### src/rtl/tof_poll_sequencer.sv
// rtl/tof_poll_sequencer.sv - VL53L0X single-shot range sequencer over shared I2C read/write engines
//
// Ports:
//   clk, reset                  clock, asynchronous active-high reset
//   trigger                     start one measurement (honoured only when idle)
//   busy, state_out             sequencer activity / debug state
//   dev_address                 constant device address for both engines
//   rd_start/rd_reg_address/rd_byte_width, rd_done/rd_failure   read engine handshake
//   rd_fifo_read_en/rd_fifo_data/rd_fifo_empty/rd_fifo_read_valid read engine byte FIFO
//   wr_start/wr_reg_address/wr_data, wr_done/wr_failure          write engine handshake
//   i2c_owner                   master mux select: 0 = read engine, 1 = write engine
//   range_mm, range_valid       last good range and its update pulse
//   error, error_count          aborted-measurement pulse and saturating count
module tof_poll_sequencer #(
  parameter logic [6:0] DEV_ADDR           = 7'h29,
  parameter logic [7:0] REG_SYSRANGE_START = 8'h00,
  parameter logic [7:0] REG_INT_STATUS     = 8'h13,
  parameter logic [7:0] REG_RANGE_RESULT   = 8'h1E,
  parameter logic [7:0] REG_INT_CLEAR      = 8'h0B,
  parameter int         POLL_LIMIT         = 64,
  parameter int         WATCHDOG           = 2700000
) (
  input  logic        clk,
  input  logic        reset,
  input  logic        trigger,
  output logic        busy,
  output logic [6:0]  dev_address,
  output logic        rd_start,
  output logic [7:0]  rd_reg_address,
  output logic [3:0]  rd_byte_width,
  input  logic        rd_done,
  input  logic        rd_failure,
  output logic        rd_fifo_read_en,
  input  logic [7:0]  rd_fifo_data,
  input  logic        rd_fifo_empty,
  input  logic        rd_fifo_read_valid,
  output logic        wr_start,
  output logic [7:0]  wr_reg_address,
  output logic [7:0]  wr_data,
  input  logic        wr_done,
  input  logic        wr_failure,
  output logic        i2c_owner,
  output logic [15:0] range_mm,
  output logic        range_valid,
  output logic        error,
  output logic [7:0]  error_count,
  output logic [3:0]  state_out
);

  localparam int              WD_W     = $clog2(WATCHDOG + 1);
  localparam logic [WD_W-1:0] WD_LAST  = WD_W'(WATCHDOG - 1);
  localparam logic [WD_W-1:0] WD_ONE   = WD_W'(1);
  localparam logic [7:0]      POLL_MAX = 8'(POLL_LIMIT);

  typedef enum logic [3:0] {
    IDLE, W_START, W_START_WAIT, R_STAT, R_STAT_WAIT, POP_STAT, CHK_STAT,
    R_RANGE, R_RANGE_WAIT, POP_HI, POP_LO, W_CLR, W_CLR_WAIT, PUBLISH
  } state_t;

  state_t          state_q, state_d;
  logic [WD_W-1:0] wd_q, wd_d;
  logic [7:0]      poll_q, poll_d;
  logic            pop_pend_q, pop_pend_d;
  logic [2:0]      stat_q, stat_d;
  logic [7:0]      hi_q, hi_d, lo_q, lo_d;
  logic            busy_q, busy_d, rd_start_q, rd_start_d, wr_start_q, wr_start_d;
  logic            rd_pop_q, rd_pop_d, owner_q, owner_d;
  logic [7:0]      rd_reg_q, rd_reg_d, wr_reg_q, wr_reg_d, wr_data_q, wr_data_d;
  logic [3:0]      rd_width_q, rd_width_d;
  logic [15:0]     range_q, range_d;
  logic            range_valid_q, range_valid_d, error_q, error_d;
  logic [7:0]      err_cnt_q, err_cnt_d;
  logic            fail, pop_got, wd_expired;

  always_ff @(posedge clk or posedge reset) begin
    if (reset) begin
      state_q       <= IDLE;
      wd_q          <= '0;
      poll_q        <= '0;
      pop_pend_q    <= 1'b0;
      stat_q        <= '0;
      hi_q          <= '0;
      lo_q          <= '0;
      busy_q        <= 1'b0;
      rd_start_q    <= 1'b0;
      wr_start_q    <= 1'b0;
      rd_pop_q      <= 1'b0;
      owner_q       <= 1'b0;
      rd_reg_q      <= '0;
      rd_width_q    <= '0;
      wr_reg_q      <= '0;
      wr_data_q     <= '0;
      range_q       <= '0;
      range_valid_q <= 1'b0;
      error_q       <= 1'b0;
      err_cnt_q     <= '0;
    end else begin
      state_q       <= state_d;
      wd_q          <= wd_d;
      poll_q        <= poll_d;
      pop_pend_q    <= pop_pend_d;
      stat_q        <= stat_d;
      hi_q          <= hi_d;
      lo_q          <= lo_d;
      busy_q        <= busy_d;
      rd_start_q    <= rd_start_d;
      wr_start_q    <= wr_start_d;
      rd_pop_q      <= rd_pop_d;
      owner_q       <= owner_d;
      rd_reg_q      <= rd_reg_d;
      rd_width_q    <= rd_width_d;
      wr_reg_q      <= wr_reg_d;
      wr_data_q     <= wr_data_d;
      range_q       <= range_d;
      range_valid_q <= range_valid_d;
      error_q       <= error_d;
      err_cnt_q     <= err_cnt_d;
    end
  end

  always_comb begin
    state_d       = state_q;
    wd_d          = '0;          // watchdog restarts whenever a wait is left or not counting
    poll_d        = poll_q;
    pop_pend_d    = 1'b0;
    stat_d        = stat_q;
    hi_d          = hi_q;
    lo_d          = lo_q;
    rd_start_d    = 1'b0;
    wr_start_d    = 1'b0;
    rd_pop_d      = 1'b0;
    owner_d       = owner_q;
    rd_reg_d      = rd_reg_q;
    rd_width_d    = rd_width_q;
    wr_reg_d      = wr_reg_q;
    wr_data_d     = wr_data_q;
    range_d       = range_q;
    range_valid_d = 1'b0;
    error_d       = 1'b0;
    err_cnt_d     = err_cnt_q;
    fail          = 1'b0;
    pop_got       = 1'b0;
    wd_expired    = (wd_q == WD_LAST);

    // Shared FIFO pop handshake: one registered pop strobe, then wait for the
    // valid byte. The watchdog covers both the empty wait and the valid wait.
    if (state_q == POP_STAT || state_q == POP_HI || state_q == POP_LO) begin
      if (pop_pend_q) begin
        if (rd_fifo_read_valid) begin
          pop_got = 1'b1;
        end else if (wd_expired) begin
          fail = 1'b1;
        end else begin
          pop_pend_d = 1'b1;
          wd_d       = wd_q + WD_ONE;
        end
      end else if (!rd_fifo_empty) begin
        rd_pop_d   = 1'b1;
        pop_pend_d = 1'b1;
      end else if (wd_expired) begin
        fail = 1'b1;
      end else begin
        wd_d = wd_q + WD_ONE;
      end
    end

    case (state_q)
      IDLE: begin
        if (trigger) begin
          state_d = W_START;
          poll_d  = '0;
        end
      end
      W_START: begin
        owner_d    = 1'b1;
        wr_reg_d   = REG_SYSRANGE_START;
        wr_data_d  = 8'h01;
        wr_start_d = 1'b1;
        state_d    = W_START_WAIT;
      end
      W_START_WAIT: begin
        if (wr_failure)      fail = 1'b1;
        else if (wr_done)    state_d = R_STAT;
        else if (wd_expired) fail = 1'b1;
        else                 wd_d = wd_q + WD_ONE;
      end
      R_STAT: begin
        owner_d    = 1'b0;
        rd_reg_d   = REG_INT_STATUS;
        rd_width_d = 4'd1;
        rd_start_d = 1'b1;
        state_d    = R_STAT_WAIT;
      end
      R_STAT_WAIT: begin
        if (rd_failure)      fail = 1'b1;
        else if (rd_done)    state_d = POP_STAT;
        else if (wd_expired) fail = 1'b1;
        else                 wd_d = wd_q + WD_ONE;
      end
      POP_STAT: begin
        if (pop_got) begin
          stat_d  = rd_fifo_data[2:0];
          state_d = CHK_STAT;
        end
      end
      CHK_STAT: begin
        if (stat_q != 3'd0) begin
          state_d = R_RANGE;
        end else begin
          poll_d = poll_q + 8'd1;
          if (poll_q + 8'd1 == POLL_MAX) fail = 1'b1;
          else                           state_d = R_STAT;
        end
      end
      R_RANGE: begin
        owner_d    = 1'b0;
        rd_reg_d   = REG_RANGE_RESULT;
        rd_width_d = 4'd2;
        rd_start_d = 1'b1;
        state_d    = R_RANGE_WAIT;
      end
      R_RANGE_WAIT: begin
        if (rd_failure)      fail = 1'b1;
        else if (rd_done)    state_d = POP_HI;
        else if (wd_expired) fail = 1'b1;
        else                 wd_d = wd_q + WD_ONE;
      end
      POP_HI: begin
        if (pop_got) begin
          hi_d    = rd_fifo_data;
          state_d = POP_LO;
        end
      end
      POP_LO: begin
        if (pop_got) begin
          lo_d    = rd_fifo_data;
          state_d = W_CLR;
        end
      end
      W_CLR: begin
        owner_d    = 1'b1;
        wr_reg_d   = REG_INT_CLEAR;
        wr_data_d  = 8'h01;
        wr_start_d = 1'b1;
        state_d    = W_CLR_WAIT;
      end
      W_CLR_WAIT: begin
        if (wr_failure)      fail = 1'b1;
        else if (wr_done)    state_d = PUBLISH;
        else if (wd_expired) fail = 1'b1;
        else                 wd_d = wd_q + WD_ONE;
      end
      PUBLISH: begin
        range_d       = {hi_q, lo_q};
        range_valid_d = 1'b1;
        state_d       = IDLE;
      end
      default: state_d = IDLE;
    endcase

    if (fail) begin
      error_d = 1'b1;
      state_d = IDLE;
      if (err_cnt_q != 8'hFF) err_cnt_d = err_cnt_q + 8'd1;
    end

    busy_d = (state_d != IDLE);
  end

  assign busy            = busy_q;
  assign dev_address     = DEV_ADDR;
  assign rd_start        = rd_start_q;
  assign rd_reg_address  = rd_reg_q;
  assign rd_byte_width   = rd_width_q;
  assign rd_fifo_read_en = rd_pop_q;
  assign wr_start        = wr_start_q;
  assign wr_reg_address  = wr_reg_q;
  assign wr_data         = wr_data_q;
  assign i2c_owner       = owner_q;
  assign range_mm        = range_q;
  assign range_valid     = range_valid_q;
  assign error           = error_q;
  assign error_count     = err_cnt_q;
  assign state_out       = state_q;

endmodule

### config.mk
export PLATFORM = sky130hd
export DESIGN_NAME = tof_poll_sequencer
export DESIGN_NICKNAME = d
export VERILOG_FILES = /design/src/rtl/tof_poll_sequencer.sv
export SDC_FILE = /design/constraint.sdc
export NUM_CORES = 1
export LEC_CHECK = 0
export ABC_AREA = 1
export BUFFER_PORTS_ARGS = -buffer_cell sky130_fd_sc_hd__buf_2
export CAP_MARGIN = 10
export CORE_ASPECT_RATIO = 1.4
export CORE_MARGIN = 3
export CORE_UTILIZATION = 40
export DETAILED_ROUTE_END_ITERATION = 10
export PLACE_DENSITY = 0.63
export SLEW_MARGIN = 20
export SYNTH_ARGS = -nofsm -noshare
export SYNTH_HDL_FRONTEND = slang
export SYNTH_SLANG_ARGS = --single-unit
### constraint.sdc
create_clock -name clk -period 3.8 [get_ports clk]
set_input_delay 0.57 -clock clk [delete_from_list [all_inputs] [get_ports clk]]
set_output_delay 0.57 -clock clk [all_outputs]
set_load 0.01 [all_outputs]
Word level (Yosys, flattened, before mapping)
Cells that the tools add are included.
W data, S select, Z words.
{"block": "word_totals", "out_inout_bits": 70, "input_bits": 17, "wordCells": 120, "rom_bits": 0, "latchBits": 0, "n_memories": 0, "ram_bits": 0, "register_bits": 106}
{"block": "op_classes", "n_eq_ne": 18, "n_mul": 0, "bitwise": 0, "shifts": 0, "magnitude_cmp": 0, "n_mux": 61, "add_sub_neg": 3, "div": 0, "reduce_logical": 18}
{"cell": "$mux W22", "n": 10}
{"cell": "$mux W4", "n": 15}
{"cell": "$pmux W4 S13", "n": 1}
{"cell": "$pmux W8 S2", "n": 3}
{"cell": "$pmux W22 S2", "n": 1}
{"cell": "$mux W1", "n": 26}
{"cell": "$eq A4 B4 Y1 const B", "n": 6}
{"cell": "$add A22 B1 Y22 const B", "n": 1}
{"cell": "$eq A22 B22 Y1 const B", "n": 1}
{"cell": "$add A8 B1 Y8 const B", "n": 2}
{"cell": "$eq A4 B3 Y1 const B", "n": 4}
{"cell": "$mux W8", "n": 2}
{"cell": "$eq A4 B2 Y1 const B", "n": 2}
{"cell": "$eq A8 B7 Y1 const B", "n": 1}
{"cell": "$ne A8 B8 Y1 const B", "n": 1}
{"cell": "$pmux W4 S2", "n": 1}
{"cell": "$reduce_and A2 Y1", "n": 4}
{"cell": "$reduce_bool A2 Y1", "n": 4}
{"cell": "$reduce_or A2 Y1", "n": 4}
{"cell": "$eq A4 B1 Y1 const B", "n": 1}
{"cell": "$logic_not A4 Y1", "n": 1}
{"cell": "$ne A2 B2 Y1 const B", "n": 2}
{"cell": "$reduce_bool A4 Y1", "n": 1}
{"cell": "$pmux W1 S3", "n": 1}
{"cell": "other kinds (4)", "n": 5}

Depth between registers and ports, before layout
{"block": "logic_depth", "word_depth": 11, "ltp_mapped": 13, "ltp_nobuf": 13}

Least setup slack after synthesis
OpenSTA, ideal clock, no wires.
{"block": "synth_path", "path_kind": "register -> register", "start": "register wd_q[0]", "end": "register wd_q[20]", "path_slack_ns": 2.058, "setup_ns": 0.119, "required_ns": 3.681, "arrival_ns": 1.623, "stages_incl_launch_ff": 11, "path_cell_list": "dfrtp_1 > ha_1 > nand4_1 > nor2_1 > nand3_1 > nor2_1 > nand3_1 > nor2_1 > nand2_1 > nand2_1 > nor2_1"}
{"block": "synth_between", "elab_chain_len": 9, "word_cells_on_any_way": 13, "cone_classes": "add/sub (1); eq/ne (1); mux (11)"}
{"element": "start: declaration", "line_no": "61", "source": "logic [WD_W-1:0] wd_q, wd_d;"}
{"element": "start signal: assignment", "line_no": "99", "source": "wd_q <= wd_d;"}
{"element": "$add A22 B1 Y22 / $eq A22 B22 Y1 (equally long branches)"}
{"element": "$mux W22", "line_no": "151, 160"}
{"element": "$mux W22, on equally long branches", "line_no": "157, 149"}
{"element": "$mux W22", "line_no": "148", "source": "if (pop_pend_q) begin"}
{"element": "$mux W22", "line_no": "147", "source": "if (state_q == POP_STAT || state_q == POP_HI || state_q == POP_LO) begin"}
{"element": "$mux W22"}
{"element": "$mux W22, on equally long branches", "line_no": "183, 224"}
{"element": "$mux W22, on equally long branches", "line_no": "182, 195"}
{"element": "$pmux W22 S2 (*)", "line_no": "167", "source": "case (state_q)"}
{"element": "via wd_d[20]", "line_no": "61"}
Mark *: on every way through the listed nets, which the timed path passes. The rest lies on a longest branch.
A chain may end at the register's enable or synchronous reset.

Worst setup path after layout
{"block": "layout_path", "start": "register state_q[0], in the netlist state_out[0]", "end": "register range_q[5], in the netlist range_mm[5]"}
{"block": "layout_between", "elab_chain_len": 1}
{"element": "start: declaration", "line_no": "60", "source": "state_t state_q, state_d;"}
{"element": "start signal: assignment", "line_no": "98", "source": "state_q <= state_d;"}
{"element": "$eq A4 B4 Y1", "line_no": "167"}
{"element": "end signal: assignment", "line_no": "114", "source": "range_q <= range_d;"}
{"element": "end: declaration", "line_no": "70", "source": "logic [15:0] range_q, range_d;"}
Every way passes these cells.

==> run metrics <==
R2R cell count 7; start of the worst register-to-register path state_out[0]; pre-CTS WS 1.55 ns; gr usage total 16.6%; Avg Inst Size Synth 8.21 sq um; Synth Flop Type dfrtp_1; fin crit share 57.9%; flop-to-flop setup slack 1.60 ns; post-synth top area share 50.1%; design area 0.00509 sq mm; Skew-Pair Late Insertion Delay 0.34 ns; RSZ-0062 raised after global routing no; outcome finished clean; Setup crit end kind flop; max incr delay on CP 0.56 ns; cell taking the most area after synthesis dfrtp_1; Post-synth EDFFs 0; FILL cells 1088; startpoint types flop; DR vias/cell 4.75; CP delay by family, top simple AND/OR/NAND/NOR gates; worst vdd ir 0.341 mV; Inserted Diodes 0; DRC violations left 0; critical path class reg -> reg; Yosys cell types 39; initial antenna violation count 0; Post-DP HPWL 7270 um; Async SR Flop Fraction 100%; share of cells above drive strength 1 17.5%; critical-path maximum fanout 18; vias 3583; CP Buf/Inv Count 3; Worst Tran Pin Value 0.698 ns; warnings from Yosys 0; Synth Instances 547; Starting Density 41.1%; Fin Hold WS 0.342 ns; Die Span X 95.6 um; max-slew violations 0; CTS tree built; setup_tns 0 ns; Clock Pin Slew Worst Setup and Hold Paths 0.06 ns; area grow syn2layout 13.3%; Gates resized, CTS repair 0; area post-placement 0.00482 sq mm; clock skew 0.00882 ns; Final Hold Fails 0; Yosys reg bits 90; Setup WS post-layout 1.60 ns; CP max-delay cell nor2_2; nets@finish 628; first-pass GRT wire length 16500 um; full die area 0.0126 sq mm; Max Cap Violations 0; WL/cell 12.9 um; drt pass-1 iters 4; Final min period 2.20 ns; row count 45; initial DRC count 222; Storage cell area 0.00225 sq mm; Syn Std Cell Area 0.00449 sq mm; number of port buffers 62; grt ovf 0; # setup viols final 0; fin util 46.6%; Clock Path Buffers 2; Hold Path Class in -> async; antenna-violating nets left 0; CTS sink count 90; Die Ht 131 um; Fmax 0.455 GHz; Leakage 2.67 nW; Worst Path Required 4.03 ns; largest net degree at the start of global routing 56; Synth area leaders dfrtp_1 (50%), nand2_1 (12%), buf_4 (5.2%), inv_1 (5.1%), nor2_1 (5.1%); Routed WL 9740 um; highest-count cells in the layout ignoring fill and taps nand2_1 (149), dfrtp_1 (90), buf_2 (62); Relative slew margins 53.4%; Multi-input gate area 0.00182 sq mm; htree depth 3; Power Dens Cells 525 mW/mm^2; top-level port count 87; via count of the first global-routing pass 3509; Worst path most repeated cell inv_1; post-CTS setup buffers 0; CP Cell Sequence inv_1 > nor2_1 > inv_1 > nor2_2 > inv_1 > nand2_1 > nand2_1; Seq/Total Area, Yosys 50.1%; Num CTS Buffers 9; crit path DAT 2.43 ns; Hold Buf Count CTS 0; commonest non-fill, non-tap cell in the layout nand2_1; R2R Path End range_mm[5]; Root Buffer clkbuf_16; Critical Path Start state_out[0]; routability congestion estimate 0.876; core area 0.0109 sq mm
metrics by stage:
stage,power (mW),instances
floorplan,1.70,569
global placement,1.86,738
detailed placement,1.88,738
CTS,2.70,754
global route,2.86,754
finish,2.67,754
report_power, final:
group          switching (mW)  internal, mW
Sequential              0.101          1.05
Combinational           0.471         0.230
Clock                   0.359         0.458
worst reg2reg max path, cell delays in order, from the launching register on:
cell,delay (ns)
dfrtp_1,0.45
inv_1,0.06
nor2_1,0.20
inv_1,0.14
nor2_2,0.56
inv_1,0.45
nand2_1,0.17
nand2_1,0.06
cells in the mapped netlist, drive strengths merged (2+ instances only):
cell type,instances
nand2,161
o22ai,3
xnor2,6
xor2,9
or2,2
a31oi,3
conb,2
nand3,34
clkbuf,3
ha,3
nor3b,3
dfrtp,90
o21ai,32
nand4,7
nor2,63
buf,33
nor3,13
nand3b,3
a21oi,7
inv,62
logic make-up (layout without fill, tap and decap cells):
logic type	count (synthesis)	count (layout)	share of synthesized area, %
AO/OA/AOI/OAI	51	51	6.77
adder cells (fa/ha/maj)	3	3	0.836
AND/OR/NAND/NOR	287	287	28.1
other	2	24	0.167
buffers and inverters	99	143	11.1
flip-flops	90	90	50.1
XOR/XNOR	15	15	2.92
worst max-delay path by stage:
stage                        end  slack [ns]  cells past startpoint
global route         range_mm[8]        1.31                      7
CTS                  range_mm[5]        1.54                      7
floorplan                   busy        0.89                      1
global placement    range_mm[13]        1.56                      7
finish               range_mm[5]        1.60                      7
detailed placement   range_mm[5]        1.55                      7
layer usage:
metal	part of all wire (%)	track usage (%)	up-vias
li1	-	-	1787
met1	43	20.0	1721
met2	53	28.4	66
met3	3.2	3.61	9
met4	1.4	6.09	0
met5	0	0	-
final cells by class:
class | count | share of cell area [%]
clock buffers | 11 | 4.77
clock inverters | 5 | 0.590
multi-input cells | 380 | 35.8
repair buffers | 64 | 6.39
flip-flops and latches | 90 | 44.2
well taps | 141 | 3.47
inverters | 63 | 4.72
sequential cells by signal, summed over array words and instances (netlist names), 3 cells and up:
name            flops
lo_q                8
poll_q              8
rd_reg_address      3
state_out           4
error_count         8
wd_q               22
hi_q                8
range_mm           16
stat_q              3
Power figures use the tool's default switching activity.
